--- config.mk ---
export PLATFORM = sky130hd
export DESIGN_NAME = controlador_transferencia_rolhas
export DESIGN_NICKNAME = d
export VERILOG_FILES = /design/src/rtl/controlador_transferencia_rolhas.sv
export SDC_FILE = /design/constraint.sdc
export NUM_CORES = 1
export LEC_CHECK = 0
export BUFFER_PORTS_ARGS = -buffer_cell sky130_fd_sc_hd__buf_4
export CORE_UTILIZATION = 42
export DETAILED_ROUTE_END_ITERATION = 7
export PLACE_DENSITY = 0.69
export REMOVE_ABC_BUFFERS = 1
export SLEW_MARGIN = 20
export SYNTH_ARGS = -nofsm -noshare
export SYNTH_HDL_FRONTEND = slang
export SYNTH_SLANG_ARGS = --single-unit
export TNS_END_PERCENT = 5
--- constraint.sdc ---
create_clock -name clk -period 3.2 [get_ports clk]
set_input_delay 0.48 -clock clk [delete_from_list [all_inputs] [get_ports clk]]
set_output_delay 0.48 -clock clk [all_outputs]
set_load 0.01 [all_outputs]
--- src/rtl/controlador_transferencia_rolhas.sv ---
// Cork buffer sequencer: operator loads into the secondary buffer and batched secondary-to-main
// transfers. Define CTRL_ROLHAS_SATURACAO_EN to clamp overflowing loads instead of rejecting them.
module controlador_transferencia_rolhas #(
    parameter int unsigned MAX_CAP        = 99,
    parameter int unsigned MIN_PRINCIPAL  = 5,
    parameter int unsigned LOTE_TRANSFER  = 15,
    parameter int unsigned INIT_PRINCIPAL = 20
) (
    input  logic       clk,
    input  logic       clr,
    input  logic       enable,
    input  logic       consumo,
    input  logic       op_load,
    input  logic [6:0] op_qtd,
    output logic [6:0] buffer_principal,
    output logic [6:0] buffer_secundario,
    output logic       ro,
    output logic       transferindo,
    output logic       op_ack,
    output logic       op_erro,
    output logic [1:0] estado
);

    typedef enum logic [1:0] {
        StOcioso    = 2'b00,
        StCarga     = 2'b01,
        StTransfere = 2'b10,
        StPausa     = 2'b11
    } estado_t;

    localparam logic [6:0] MaxCap       = 7'(MAX_CAP);
    localparam logic [6:0] MinPrincipal = 7'(MIN_PRINCIPAL);
    localparam logic [6:0] LoteTransfer = 7'(LOTE_TRANSFER);
    localparam logic [6:0] InitPrinc    = 7'(INIT_PRINCIPAL);

    estado_t    estado_q, estado_d;
    logic [6:0] main_q, main_d, sec_q, sec_d;
    logic [6:0] pend_qtd_q, pend_qtd_d, carga_qtd_q, carga_qtd_d, lote_q, lote_d;
    logic       pend_valid_q, pend_valid_d, ack_q, ack_d, erro_q, erro_d;
    logic [6:0] serve_qtd;
    logic [7:0] soma;
    logic       cabe, captura;

    always_ff @(posedge clk) begin
        if (clr) begin
            estado_q     <= StOcioso;
            main_q       <= InitPrinc;
            sec_q        <= '0;
            pend_valid_q <= 1'b0;
            pend_qtd_q   <= '0;
            carga_qtd_q  <= '0;
            lote_q       <= '0;
            ack_q        <= 1'b0;
            erro_q       <= 1'b0;
        end else begin
            estado_q     <= estado_d;
            main_q       <= main_d;
            sec_q        <= sec_d;
            pend_valid_q <= pend_valid_d;
            pend_qtd_q   <= pend_qtd_d;
            carga_qtd_q  <= carga_qtd_d;
            lote_q       <= lote_d;
            ack_q        <= ack_d;
            erro_q       <= erro_d;
        end
    end

    always_comb begin
        estado_d     = estado_q;
        main_d       = main_q;
        sec_d        = sec_q;
        pend_valid_d = pend_valid_q;
        pend_qtd_d   = pend_qtd_q;
        carga_qtd_d  = carga_qtd_q;
        lote_d       = lote_q;
        ack_d        = 1'b0;
        erro_d       = 1'b0;
        serve_qtd    = '0;
        soma         = '0;
        cabe         = 1'b0;

        if (consumo && main_q != 7'd0) begin
            main_d = main_q - 7'd1;
        end

        // Outside an active OCIOSO dispatch, a load can only wait in the pending slot.
        captura = op_load && (estado_q != StOcioso || !enable);
        if (captura) begin
            if (!pend_valid_q) begin
                pend_valid_d = 1'b1;
                pend_qtd_d   = op_qtd;
            end else begin
                erro_d = 1'b1;
            end
        end

        unique case (estado_q)
            StOcioso: begin
                if (!enable) begin
                    estado_d = StPausa;
                end else if (op_load || pend_valid_q) begin
                    // Older pending request goes first; a simultaneous live one refills the slot.
                    serve_qtd    = pend_valid_q ? pend_qtd_q : op_qtd;
                    pend_valid_d = pend_valid_q && op_load;
                    if (pend_valid_q && op_load) begin
                        pend_qtd_d = op_qtd;
                    end
                    soma = {1'b0, sec_q} + {1'b0, serve_qtd};
`ifdef CTRL_ROLHAS_SATURACAO_EN
                    cabe = 1'b1;
`else
                    cabe = (soma <= {1'b0, MaxCap});
`endif
                    if (cabe) begin
                        estado_d    = StCarga;
                        carga_qtd_d = serve_qtd;
                    end else begin
                        erro_d = 1'b1;
                    end
                end else if (main_q < MinPrincipal && sec_q != 7'd0) begin
                    estado_d = StTransfere;
                    lote_d   = '0;
                end
            end
            StCarga: begin
                soma     = {1'b0, sec_q} + {1'b0, carga_qtd_q};
                sec_d    = (soma > {1'b0, MaxCap}) ? MaxCap : soma[6:0];
                ack_d    = 1'b1;
                estado_d = enable ? StOcioso : StPausa;
            end
            StTransfere: begin
                if (!enable) begin
                    estado_d = StPausa;
                end else begin
                    if (main_q < MaxCap && sec_q != 7'd0) begin
                        sec_d  = sec_q - 7'd1;
                        main_d = main_d + 7'd1;
                        lote_d = lote_q + 7'd1;
                    end
                    if (lote_d >= LoteTransfer || sec_d == 7'd0 || main_d >= MaxCap) begin
                        estado_d = StOcioso;
                    end
                end
            end
            StPausa: begin
                if (enable) begin
                    estado_d = StOcioso;
                end
            end
            default: estado_d = StOcioso;
        endcase
    end

    assign buffer_principal  = main_q;
    assign buffer_secundario = sec_q;
    assign ro                = (main_q == 7'd0);
    assign transferindo      = (estado_q == StTransfere);
    assign op_ack            = ack_q;
    assign op_erro           = erro_q;
    assign estado            = estado_q;

endmodule

==> results.ini, run 1 <==
[run_status]
status=finished, final reports clean

[die]
fp.dieW_um=89.8
coreArea_sq_um=7370
num_rows=31
dieArea_sq_um=8060
dieHeight_um=89.8
initial_core_util=0.439
num_io_pins=32

[clock_tree]
cts_tree=yes
cts_hold_buf=0
clk_pin_slew_ps=80
cts_buffer_depth=2
cts_sinks=40
clock_latency_ps=290
htree_levels=2
numCtsBuffers=5
ctsRootBufferMaster=clkbuf_8

[worst_hold_path]
min_path_cells=3
hp-class=in -> reg
min_to=pend_qtd_q[0]
hold_path_startpoint=op_qtd[0]

[drt]
finalWirelength_mm=7.78
ant_nets=0
via_per_inst=5.71
drcViolationCount=0
drtIter0Drc=127
vias=3000
wl_per_cell_um=14.8
drt-pass1-iter-count=4

[cells_and_area]
utilization=0.509
drive_above_1_share=0.197
fin_nets=464
fillCellCount=726
stdcell_area_sq_um=3750
diodes=0
area_growth_pct=15.9

[worst_setup_path]
r2r_start=pend_valid_q
crit_arrival_ps=3150
required_ps=3370
end_kind=register
path_max_fanout=9
start_kind=register
crit_type=reg -> reg
r2r-end=carga_qtd_q[4]
rrSetupSlack_ps=220
reg2reg_depth=12

[sta]
slew_violations=0
hold_viol_final=0
relSlewSlack=0.544
finalCritPeriodShare=0.931
timing.hold.ws_ps=426
tightest_slew_ps=679
tns_ps=0
fmax_ghz=0.336
setup_viol=0
rsz0062_at_grt=false
fin_crit_ps=2980
clock_skew_ps=7.30

[place]
port_buffers=31
post_dp_cell_area_sq_um=3640
hpwl_mm=5.88
globalplace.congestion=0.880

[yosys]
yosysUniqueCellTypes=71
seq_area_frac_synth=0.247
netlist.top_cell.by_area=dfxtp_1
yosys_register_bits=40
syn_area_sq_um=3240
synthTopCellsByCount=nor2_1, dfxtp_1, nand2_1
ys.flop_type=dfxtp_1
yosysMostFrequentCell=nor2_1
synthArstFlopShare=0
yosysWarnings=0
synthTopCellsByArea=dfxtp_1, ha_1, mux2i_1, nor2_1, a21oi_1
synth_cells=387
syn_avg_cell_area_sq_um=8.36
synth_edf_count=0
yosysTopAreaCellShare=0.247

[pwr]
power_mw=2.95
power_density_nw_per_um2=786
power_leakage_nw=1.51
peakVddDrop_v=0.000361

[grt]
antenna_found_initial=0
grt_pass1_vias=2904
grt_max_degree=43
gr-total-overflow=0
grt_util_all_layers=0.195
grt_pass1_wl_mm=13.1

[flow_run]
maxCapViolCount=0

-- power breakdown --
| group | total [mW] | switching [mW] | internal, mW |
|---|---|---|---|
| clock | 0.364 | 0.171 | 0.192 |
| sequential | 0.747 | 0.152 | 0.595 |
| combinational | 1.84 | 1.04 | 0.795 |
-- layout by cell type (no fill, tap or decap), types with 5 or more instances in the layout --
master | netlist | layout
xnor2_1 | 12 | 12
a21oi_1 | 25 | 24
a22oi_1 | 5 | 5
nand2_1 | 28 | 28
buf_4 | 2 | 41
o21ai_0 | 22 | 22
inv_1 | 14 | 14
nand4_1 | 7 | 7
ha_1 | 24 | 23
nand3_1 | 11 | 11
clkbuf_8 | 0 | 7
nor2_1 | 46 | 46
o211ai_1 | 5 | 5
nand2b_1 | 6 | 6
mux2i_1 | 21 | 21
nor2b_1 | 6 | 6
dfxtp_1 | 40 | 39
mux2_2 | 8 | 8
xor2_1 | 5 | 5
nor3_1 | 8 | 8
-- worst max-delay path by stage --
stage | from | end | slack [ps] | cells after the start
after floorplan | pend_valid_q | carga_qtd_q[0] | 20 | 11
after detailed placement | op_qtd[0] | carga_qtd_q[1] | 40 | 14
after global routing | pend_valid_q | carga_qtd_q[4] | 30 | 13
final | pend_valid_q | carga_qtd_q[4] | 220 | 12
after CTS | pend_valid_q | carga_qtd_q[4] | 150 | 13
after global placement | op_qtd[0] | carga_qtd_q[3] | 110 | 14
-- critical path, cell delays in order (launching register included) --
cell and delay (ps):
dfxtp_2 360, buf_4 150, mux2_2 350, ha_1 430, o21ai_0 150, or4_1 470
mux2i_1 140, a21oi_1 80, a21oi_2 160, and2_1 180, buf_12 140, mux2i_1 200
nor2_1 50
-- routing by layer --
metal | up-vias | global-route usage | routed length, um
li1 | 1512 | - | -
met1 | 1397 | 0.236 | 3570
met2 | 79 | 0.347 | 3800
met3 | 12 | 0.0305 | 302
met4 | 0 | 0.0683 | 112
met5 | - | 0 | 0
-- registers in the layout (all words and copies together) (netlist names) --
signal and cells:
op_ack 1, op_erro 1, pend_qtd_q 7, buffer_principal 7, buffer_secundario 7, lote_q 7
pend_valid_q 1, estado 2, carga_qtd_q 7
-- layout make-up --
type,instances,area (sq um),area share
repair buffers,42,328,0.0874
flip-flops and latches,40,802,0.214
well taps,99,124,0.0330
inverters,15,56.3,0.0150
clock buffers,7,96.3,0.0257
multi-input cells,322,2340,0.625
-- cell families after synthesis --
family | share of synthesized area
adder cells (fa/ha/maj) | 0.105
AO/OA/AOI/OAI | 0.224
flip-flops | 0.247
AND/OR/NAND/NOR | 0.253
multiplexers | 0.0928
buffers and inverters | 0.0317
XOR/XNOR | 0.0460
-- metrics by stage --
stage / worst slack [ps] / instances
after floorplan: 18.5 / 377
after global placement: 114 / 518
after detailed placement: 35.7 / 518
after CTS: 147 / 525
after global routing: 32.0 / 525
final: 220 / 525
-- repair_timing --
action,in CTS,in global routing
setup endpoints to repair,0,9
resized for setup,0,4
buffers inserted,0,0
(Power assumes the default switching activity.)
==> run 2, diff against run 1 <==
- REMOVE_ABC_BUFFERS: 1 -> not set
==> run 2 against run 1 <==
  * Routed wire length hardly changed
  * Sequential share of layout area hardly changed
  * First-iteration DRC count is 88% higher
  * Sequential power is 2% lower
  * Flip-flop and latch count stayed put
  * Final area hardly changed
  * Clock power is 6.9% lower
  * Combinational power hardly changed
  * Maximum frequency is 1.7% lower
  * Non-clock buffer count is 1 higher
  * Worst hold slack worse by 3.4 ps
  * Highest routed layer unchanged
==> results.ini, run 2 (synthesized netlist as in run 1, its figures left out) <==
[run_status]
status=finished, final reports clean

[cells_and_area]
diodes=0
multi_input_area_sq_um=2360
fin_nets=465
stdcell_area_sq_um=3750
fillCellCount=715
fin_cells=526
final_cell_mix=nor2_1, buf_4, dfxtp_1
final_common_cell=nor2_1
area_growth_pct=16.0
drive_above_1_share=0.201
utilization=0.510
final-seq-area_sq_um=802

[clock_tree]
htree_levels=2
clk_pin_slew_ps=80
ctsRootBufferMaster=clkbuf_8
cts_buffer_depth=2
clock_latency_ps=310
cts_setup_buffers=0
cts_hold_buf=0
numCtsBuffers=5
cts_sinks=40
cts_tree=yes
cts_resized=0

[pwr]
power_leakage_nw=1.51
swShare=0.473
clock_power_share=0.116
peakVddDrop_v=0.000369
power_mw=2.93
p_comb_frac=0.633
power_density_nw_per_um2=780
intPower_mw=1.54
p_sw_mw=1.39
seqPwrFrac=0.251

[die]
coreArea_sq_um=7370
num_rows=31
dieHeight_um=89.8
initial_core_util=0.439
fp.dieW_um=89.8
dieArea_sq_um=8060
num_io_pins=32

[worst_setup_path]
path_cells=buf_4, mux2_2, ha_1, a211oi_2, buf_4, or4_1, mux2i_1, a21oi_1, a21oi_1, and2_1, buf_12, mux2i_1, nor2_1
rrSetupSlack_ps=170
crit_arrival_ps=3210
r2r_start=pend_valid_q
crit_type=reg -> reg
path_max_fanout=7
r2r-end=carga_qtd_q[2]
cpPeakStageDelay_ps=480
required_ps=3380
start_kind=register
reg2reg_depth=13
slowest_stage=or4_1
end_kind=register
crit_start=pend_valid_q

[grt]
grt_pass1_wl_mm=13.2
grt_max_degree=43
grt_util_all_layers=0.199
grt_pass1_vias=2873
antenna_found_initial=0
gr-total-overflow=0

[sta]
finalCritPeriodShare=0.947
fin_crit_ps=3030
slew_violations=0
fmax_ghz=0.330
worst_slack_ps=168
tns_ps=0
setup_viol=0
hold_viol_final=0
relSlewSlack=0.562
clock_skew_ps=13.3
tightest_slew_ps=653
timing.hold.ws_ps=423

[worst_hold_path]
hp-class=in -> reg
hold_path_startpoint=op_qtd[2]
min_to=pend_qtd_q[2]
min_path_cells=3

[place]
post_dp_cell_area_sq_um=3650
hpwl_mm=5.92
place_inst=519
port_buffers=31
globalplace.congestion=0.902
dp_slack_ps=55.9

[drt]
drtIter0Drc=239
wl_per_cell_um=14.8
vias=2994
finalWirelength_mm=7.78
ant_nets=0
drt-pass1-iter-count=4
via_per_inst=5.69
drcViolationCount=0

[flow_run]
maxCapViolCount=0

[yosys]
syn_nets=425

run 2: power groups by stage:
stage | logic, mW | clock network (mW) | registers, mW
finish | 1.85 | 0.339 | 0.734
global route | 2.06 | 0.366 | 0.755
CTS | 1.82 | 0.348 | 0.734
detailed placement | 1.82 | 0 | 0.745
global placement | 1.78 | 0 | 0.743
floorplan | 1.30 | 0 | 0.754
run 2: final cells by class:
class,instances,share of cell area
Multi-Input combinational cell,322,0.627
Inverter,15,0.0150
Timing Repair Buffer,43,0.0893
Clock inverter,2,0.00333
Tap cell,99,0.0330
Sequential cell,40,0.214
Clock buffer,5,0.0183
run 2: layer usage:
| layer | part of all wire | vias to the layer above | GRT usage |
|---|---|---|---|
| met5 | 0 | - | 0 |
| met4 | 0.022 | 0 | 0.0738 |
| met3 | 0.043 | 18 | 0.0279 |
| met2 | 0.48 | 79 | 0.351 |
| met1 | 0.45 | 1376 | 0.244 |
| li1 | - | 1521 | - |
run 2: worst max-delay path: cells and delay by family, from the launching register on:
| family | cells | cell delay [ps] |
|---|---|---|
| AOI/OAI and AO/OA | 3 | 330 |
| adders and majority gates | 1 | 340 |
| buffers and inverters | 3 | 440 |
| DFF | 1 | 370 |
| muxes | 3 | 690 |
| and+or+nand+nor | 3 | 750 |
run 2: worst max-delay path by stage:
stage / slack [ps] / cells past startpoint / end
finish: 170 / 13 / carga_qtd_q[2]
global route: -40 / 13 / carga_qtd_q[2]
CTS: 140 / 13 / carga_qtd_q[5]
detailed placement: 60 / 14 / carga_qtd_q[5]
global placement: 120 / 14 / carga_qtd_q[0]
floorplan: 100 / 13 / carga_qtd_q[0]
